**src/rtl/conv_window_mac.sv**
```systemverilog
// conv_window_mac
// Computes the unsigned sum of the 16 byte products of a 4x4 pixel window
// and a 4x4 kernel. One row is processed per clock, so a request takes
// one accept cycle, four accumulate cycles and one DONE cycle.
//
// Ports:
//   clk     rising-edge clock for all state
//   rst     asynchronous active-high reset
//   start   request a new multiply-accumulate (sampled only in IDLE)
//   window  4x4 unsigned bytes; [127:96] is row 0, MS byte of a row is column 0
//   filter  4x4 unsigned kernel bytes, same packing as window
//   busy    high whenever the FSM is not in IDLE
//   done    one-cycle pulse when result holds a new sum
//   result  20-bit sum of the 16 products, held between operations
module conv_window_mac (
  input  logic         clk,
  input  logic         rst,
  input  logic         start,
  input  logic [127:0] window,
  input  logic [127:0] filter,
  output logic         busy,
  output logic         done,
  output logic [19:0]  result
);

  typedef enum logic [1:0] {
    IDLE = 2'd0,
    CALC = 2'd1,
    DONE = 2'd2
  } state_t;

  state_t        state_q;
  logic [1:0]    row_q;
  logic [19:0]   acc_q;
  logic [127:0]  win_q;
  logic [127:0]  filt_q;
  logic [19:0]   result_q;
  logic          busy_q;
  logic          done_q;

  logic [31:0]   win_row;
  logic [31:0]   filt_row;
  logic [15:0]   prod;
  logic [17:0]   row_sum;
  logic [19:0]   acc_d;

  // Row r occupies bits [127-32r -: 32] of the latched operands.
  // NOTE: every combinational output gets a default first, so no path
  // through the block leaves a variable unassigned and infers a latch.
  always_comb begin
    win_row  = '0;
    filt_row = '0;
    prod     = '0;
    row_sum  = '0;
    case (row_q)
      2'd0: begin win_row = win_q[127:96]; filt_row = filt_q[127:96]; end
      2'd1: begin win_row = win_q[95:64];  filt_row = filt_q[95:64];  end
      2'd2: begin win_row = win_q[63:32];  filt_row = filt_q[63:32];  end
      default: begin win_row = win_q[31:0]; filt_row = filt_q[31:0]; end
    endcase
    for (int c = 0; c < 4; c++) begin
      prod    = 16'(win_row[31-8*c -: 8]) * 16'(filt_row[31-8*c -: 8]);
      row_sum = row_sum + 18'(prod);
    end
    // 16*255*255 fits in 20 bits, so the accumulator can never overflow.
    acc_d = acc_q + 20'(row_sum);
  end

  // NOTE: all state updates use non-blocking assignments so every register
  // samples the pre-edge values, independent of statement order.
  always_ff @(posedge clk or posedge rst) begin
    if (rst) begin
      state_q  <= IDLE;
      row_q    <= '0;
      acc_q    <= '0;
      win_q    <= '0;
      filt_q   <= '0;
      result_q <= '0;
      busy_q   <= 1'b0;
      done_q   <= 1'b0;
    end else begin
      case (state_q)
        IDLE: begin
          if (start) begin
            // Operands are captured here so later input changes cannot
            // disturb the sum in progress.
            win_q   <= window;
            filt_q  <= filter;
            acc_q   <= '0;
            row_q   <= '0;
            busy_q  <= 1'b1;
            state_q <= CALC;
          end
        end
        CALC: begin
          acc_q <= acc_d;
          row_q <= row_q + 2'd1;
          if (row_q == 2'd3) begin
            result_q <= acc_d;
            done_q   <= 1'b1;
            state_q  <= DONE;
          end
        end
        DONE: begin
          // start is deliberately ignored here; it is not queued.
          done_q  <= 1'b0;
          busy_q  <= 1'b0;
          state_q <= IDLE;
        end
        default: begin
          busy_q  <= 1'b0;
          done_q  <= 1'b0;
          state_q <= IDLE;
        end
      endcase
    end
  end

  assign busy   = busy_q;
  assign done   = done_q;
  assign result = result_q;

endmodule

```
**config.mk**
```make
export PLATFORM = sky130hd
export DESIGN_NAME = conv_window_mac
export DESIGN_NICKNAME = d
export VERILOG_FILES = /design/src/rtl/conv_window_mac.sv
export SDC_FILE = /design/constraint.sdc
export NUM_CORES = 1
export LEC_CHECK = 0
export ABC_AREA = 0
export BUFFER_PORTS_ARGS = -buffer_cell sky130_fd_sc_hd__buf_2
export CAP_MARGIN = 20
export CORE_MARGIN = 2
export CORE_UTILIZATION = 52
export CTS_CLUSTER_DIAMETER = 40
export CTS_CLUSTER_SIZE = 12
export DETAILED_ROUTE_END_ITERATION = 8
export MAX_ROUTING_LAYER = met4
export PLACE_DENSITY = 0.73
export SLEW_MARGIN = 20
export SYNTH_ARGS = -nofsm -noshare
export SYNTH_HDL_FRONTEND = slang
export SYNTH_SLANG_ARGS = --single-unit
```
**constraint.sdc**
```tcl
create_clock -name clk -period 13.85 [get_ports clk]
set_input_delay 2.77 -clock clk [delete_from_list [all_inputs] [get_ports clk]]
set_output_delay 2.77 -clock clk [all_outputs]
set_load 0.05 [all_outputs]
```
Yosys cells after proc, flatten, opt, wreduce, memory -nomap -nowiden
Cells that the tools add are included.
{"block": "totals", "regBits": 302, "input_bits": 259, "out_inout_bits": 22, "wordCells": 47}
{"block": "op_classes", "n_addsub": 5, "n_mul": 4, "n_eq_ne": 6, "muxes": 13, "bitwise": 2, "reduce_logical": 9}
{"op": "one-hot mux 32 bit (3 select lines)", "n": 2}
{"op": "multiplier 8 x 8 -> 16 bit", "n": 4}
{"op": "one-hot mux 20 bit (2 select lines)", "n": 1}
{"op": "adder 20 x 18 -> 20 bit", "n": 1}
{"op": "2-to-1 mux 20 bit", "n": 1}
{"op": "adder 17 x 16 -> 18 bit", "n": 1}
{"op": "adder 18 x 16 -> 18 bit", "n": 1}
{"op": "adder 16 x 16 -> 17 bit", "n": 1}
{"op": "AND reduction 2 bit", "n": 6}
{"op": "one-hot mux 2 bit (2 select lines)", "n": 2}
{"op": "2-to-1 mux 2 bit", "n": 3}
{"op": "equality test 2 x 1 -> 1 bit, second input constant", "n": 2}
{"op": "equality test 2 bit, second input constant", "n": 2}
{"op": "zero test 2 bit", "n": 2}
{"op": "inequality test 2 bit, second input constant", "n": 2}
{"op": "one-hot mux 1 bit (2 select lines)", "n": 2}
{"op": "adder 2 x 1 -> 2 bit, second input constant", "n": 1}
{"op": "2-to-1 mux 1 bit", "n": 2}
{"op": "inverter 1 bit", "n": 2}
{"op": "nonzero test 2 bit", "n": 1}

Logic depth before layout (Yosys ltp)
{"block": "logic_depth", "depth_word": 8, "mapped_depth": 34, "mapped_depth_nobuf": 32}

Worst setup path before layout
OpenSTA, ideal clock, no wires.
{"block": "synth_timing", "kind": "register -> register", "startpoint": "register row_q[0]", "endpoint": "register result_q[19], in the netlist result[19]", "setup_time_ns": 0.125, "t_arrival_ns": 7.587, "required_ns": 13.725, "slack_ns": 6.138, "stages_incl_launch_ff": 30, "n_path_buf": 2, "synth_period_minus_slack_ns": 7.712, "path_cell_list": "dfrtp_1 -> inv_1 -> ha_1 -> clkbuf_1 -> clkbuf_1 -> a222oi_1 -> nand2_1 -> o21ai_1 -> or2_2 -> fa_1 -> fa_1 -> inv_1 -> fa_1 -> inv_1 -> fa_1 -> fa_1 -> inv_1 -> fa_1 -> inv_1 -> fa_1 -> inv_1 -> fa_1 -> ha_1 -> nor2b_1 -> o31a_1 -> o21ai_2 -> a31oi_4 -> a21oi_1 -> xnor3_1 -> mux2_2"}
{"block": "synth_between", "elab_chain_cells": 7, "elab_cells_between_ends": 15, "classes_between": "4 x add/sub; 4 x mul; 3 x eq/ne; 2 x mux; 2 x reduce/logical"}
{"item": "start, declared", "line": "33", "rtl": "logic [1:0] row_q;"}
{"item": "start signal, assigned", "line": "97", "rtl": "row_q <= row_q + 2'd1;"}
{"item": "equality test 2 bit, or another cell as far along", "line": "55", "rtl": "case (row_q)"}
{"item": "one-hot mux 32 bit (3 select lines)", "line": "55"}
{"item": "multiplier 8 x 8 -> 16 bit", "line": "62", "rtl": "prod = 16'(win_row[31-8*c -: 8]) * 16'(filt_row[31-8*c -: 8]);"}
{"item": "adder 16 x 16 -> 17 bit", "line": "63", "rtl": "row_sum = row_sum + 18'(prod);"}
{"item": "adder 17 x 16 -> 18 bit", "line": "63"}
{"item": "adder 18 x 16 -> 18 bit", "line": "63"}
{"item": "adder 20 x 18 -> 20 bit", "line": "66", "rtl": "acc_d = acc_q + 20'(row_sum);"}
{"item": "end signal, assigned", "line": "78", "rtl": "result_q <= '0;"}
{"item": "end signal, assigned", "line": "99", "rtl": "result_q <= acc_d;"}
{"item": "end, declared", "line": "37", "rtl": "logic [19:0] result_q;"}
Several ways; a longest one is shown, not always the timed one.
A chain may end at the register's enable or synchronous reset.

Worst setup path in the final report
{"block": "layout_timing", "startpoint": "register row_q[0]", "endpoint": "register result_q[18], in the netlist result[18]"}
The elaborated chain is that of the path after synthesis.

==> metrics <==
Post-CTS Hold Buffers=0; root buf cell=clkbuf_16; Max Fclk=112 MHz; Yosys warning count=0; DP HPWL=just under 50000 um; distinct cell type count after synthesis=41; vias per inst=5.36; Post-Synthesis Cells=2526; die area=44100 um^2; Hold WC Path Type=reg2reg; Max Slew Vio Count=0; Clock Latency Late Sink=roughly 0.57 ns; period utilization=64.6%; H-tree depth=2; Max FO, Critical Path=107; unrepaired setup endpoints after global routing=no; syn_area_per_cell=8.73 um^2; hold depth=2; CTS tree=done; Detailed Route Iter0 Violations=1790; share of cells above drive strength 1=15.6%; fillcell total=approximately 3700; CTS resizes=0; I/O pin count=281; Pre-Repair DR Iteration Count=9; startpoint types=register; CP most frequent cell=fa_1; Post-Route WL=63800 um; worst r2r path cells=24; most frequent cells in the layout=nand2_1 (877), inv_1 (353), dfrtp_1 (302), buf_2 (280), fa_1 (242); worst path arrival time=9.36 ns; Worst slew margin=29.3%; average wire per standard cell=~19 um; grt ovf=0; TritonCTS Buffers=44; core area=41900 um^2; clock buffer depth=3; Chip Width=210 um; Clk pin slew, worst setup/hold paths=0.06 ns; Setup TNS=0 ns; commonest non-fill, non-tap cell in the layout=nand2_1; Cell Chain, Critical Path=ha_1, inv_4, buf_4, o21ai_1, or2_2, fa_1, fa_1, fa_1, inv_1, fa_1, fa_1, fa_1, fa_1, inv_1, fa_1, inv_1, ha_1, a21o_1, a21oi_1, nand4_1, a41oi_1, o21ai_0, xnor2_1, o21ai_0; num rows=75; Critical Path RT=14.26 ns; final core occ=slightly above 60%; DIE HEIGHT=210 um; Seq/Total Area, Yosys=around 34%; detailed-route DRC error count=4; RePlAce Congestion=approximately 0.95; Slew @ Worst Pin=~1.1 ns; flops & latches, synth=302; vias in the first global route=18300; Clock Skew=0.0209 ns; Via Count=around 18000; failing checks=design-rule violations; Initial Util=52.7%; outcome=finished with violations; IO Port Bufs=280; final setup violating endpoints=0; antenna violations before repair=2; Hold Fails Final Rpt=0; CP max stage delay=0.80 ns; area delta synth->final=15.4%; Antenna Violating Nets Remaining=0; post-CTS setup repair buffer count=0; nets=3393; largest net degree at the start of global routing=between 200 and 300; min Tclk post-route=between 8 and 9 ns; clk sinks=302; Post-Syn Area=22000 um^2; total track usage=a little under a third; maxcap violations=0; Synth Net Count=3157; first-pass GRT wire length=101000 um; Slowest cell on crit path=buf_4; CP endpoint kind=register; critical path type=reg2reg
-- routing by layer --
| metal | track usage [%] | part of all wire [%] |
|---|---|---|
| met3 | 7.00 | 8.7 |
| met1 | 43.8 | 44 |
| met2 | 44.6 | 44 |
| met4 | 8.29 | 2.7 |
| met5 | - | 0 |
-- final timing paths --
check / from / endpoint / slack [ns]
worst max-delay path: row_q[0] / result[18] / 4.90
worst min-delay path: win_q[4] / win_q[4] / 0.47
worst max register to register: row_q[0] / result[18] / 4.90
worst min register to register: win_q[4] / win_q[4] / 0.47
max in group asynchronous: rst / filt_q[19] / 10.02
min in group asynchronous: rst / win_q[126] / 2.33
-- state kept, by name, summed over array words and instances (netlist names) --
register	flops
filt_q	128
row_q	2
result	20
win_q	128
state_q	2
busy	1
acc_q	20
done	1
-- cell families (layout without fill, tap and decap cells) --
group                      Yosys count  count (layout)  synth area share (%)
xor gates and xnor gates            12              12                 0.539
adders and majority gates          372             372                  29.4
AOI/OAI and AO/OA                  208             208                  6.53
other                                0               3                     0
muxes                               12              12                 0.590
buffers and inverters              456             725                  7.77
and+or+nand+nor                   1164            1164                  20.9
DFF                                302             302                  34.3
-- layout make-up --
class	instances	area, um^2	area share (%)
antenna	3	7.51	0.0295
clock inverter	27	375	1.48
tap	539	674	2.65
multi-input combinational	1768	12800	50.3
clock buffer	52	1160	4.56
timing repair buffer	291	1530	6.03
sequential	302	7560	29.7
inverter	355	1340	5.28
-- metrics by stage --
stage | instances | area, um^2 | worst slack [ns] | hold slack (ns)
after floorplan | 2526 | 22000 | 2.73 | 0.445
after global placement | 3254 | 23900 | 5.14 | 0.456
after detailed placement | 3254 | 23900 | 5.01 | 0.462
after CTS | 3333 | 25400 | 5.01 | 0.476
after global routing | 3336 | 25400 | 4.46 | 0.488
final | 3337 | 25400 | 4.90 | 0.475
-- cells in the mapped netlist (all sizes together) --
cell	number	share of area (%)
a21o	3	0.10
nor2	181	3.1
nor3b	1	0.034
nor2b	6	0.17
a21boi	2	0.068
a41oi	1	0.040
o21ai	101	2.3
inv	355	6.0
ha	130	7.4
and2	2	0.057
o31ai	6	0.20
mux2	8	0.41
xnor2	5	0.20
a31oi	1	0.096
nand4	1	0.028
buf	4	0.068
or2	54	1.5
a222oi	61	2.8
xor2	6	0.24
nand2b	18	0.51
fa	242	22
nand3b	1	0.034
o31a	1	0.040
a2111oi	1	0.040
dfrtp	302	34
a22oi	3	0.10
a311oi	1	0.040
a211oi	2	0.068
nand4b	1	0.040
mux2i	4	0.18
nor3	1	0.023
nand2	877	15
nand3	19	0.43
xnor3	1	0.10
a2111o	2	0.10
a21oi	21	0.48
and3	2	0.057
o21a	2	0.068
clkbuf	97	1.7
-- worst max-delay path, delay by kind of cell (launching register included) --
family                     cells  cell delay (ns)
and+or+nand+nor                2             0.60
adders and majority gates     10             4.67
xor gates and xnor gates       1             0.20
AOI/OAI and AO/OA              6             1.63
DFF                            1             0.42
buffers and inverters          5             1.16
Power is not shown: default switching activity piles up to over one toggle a cycle in this logic, so the estimate is an artifact.
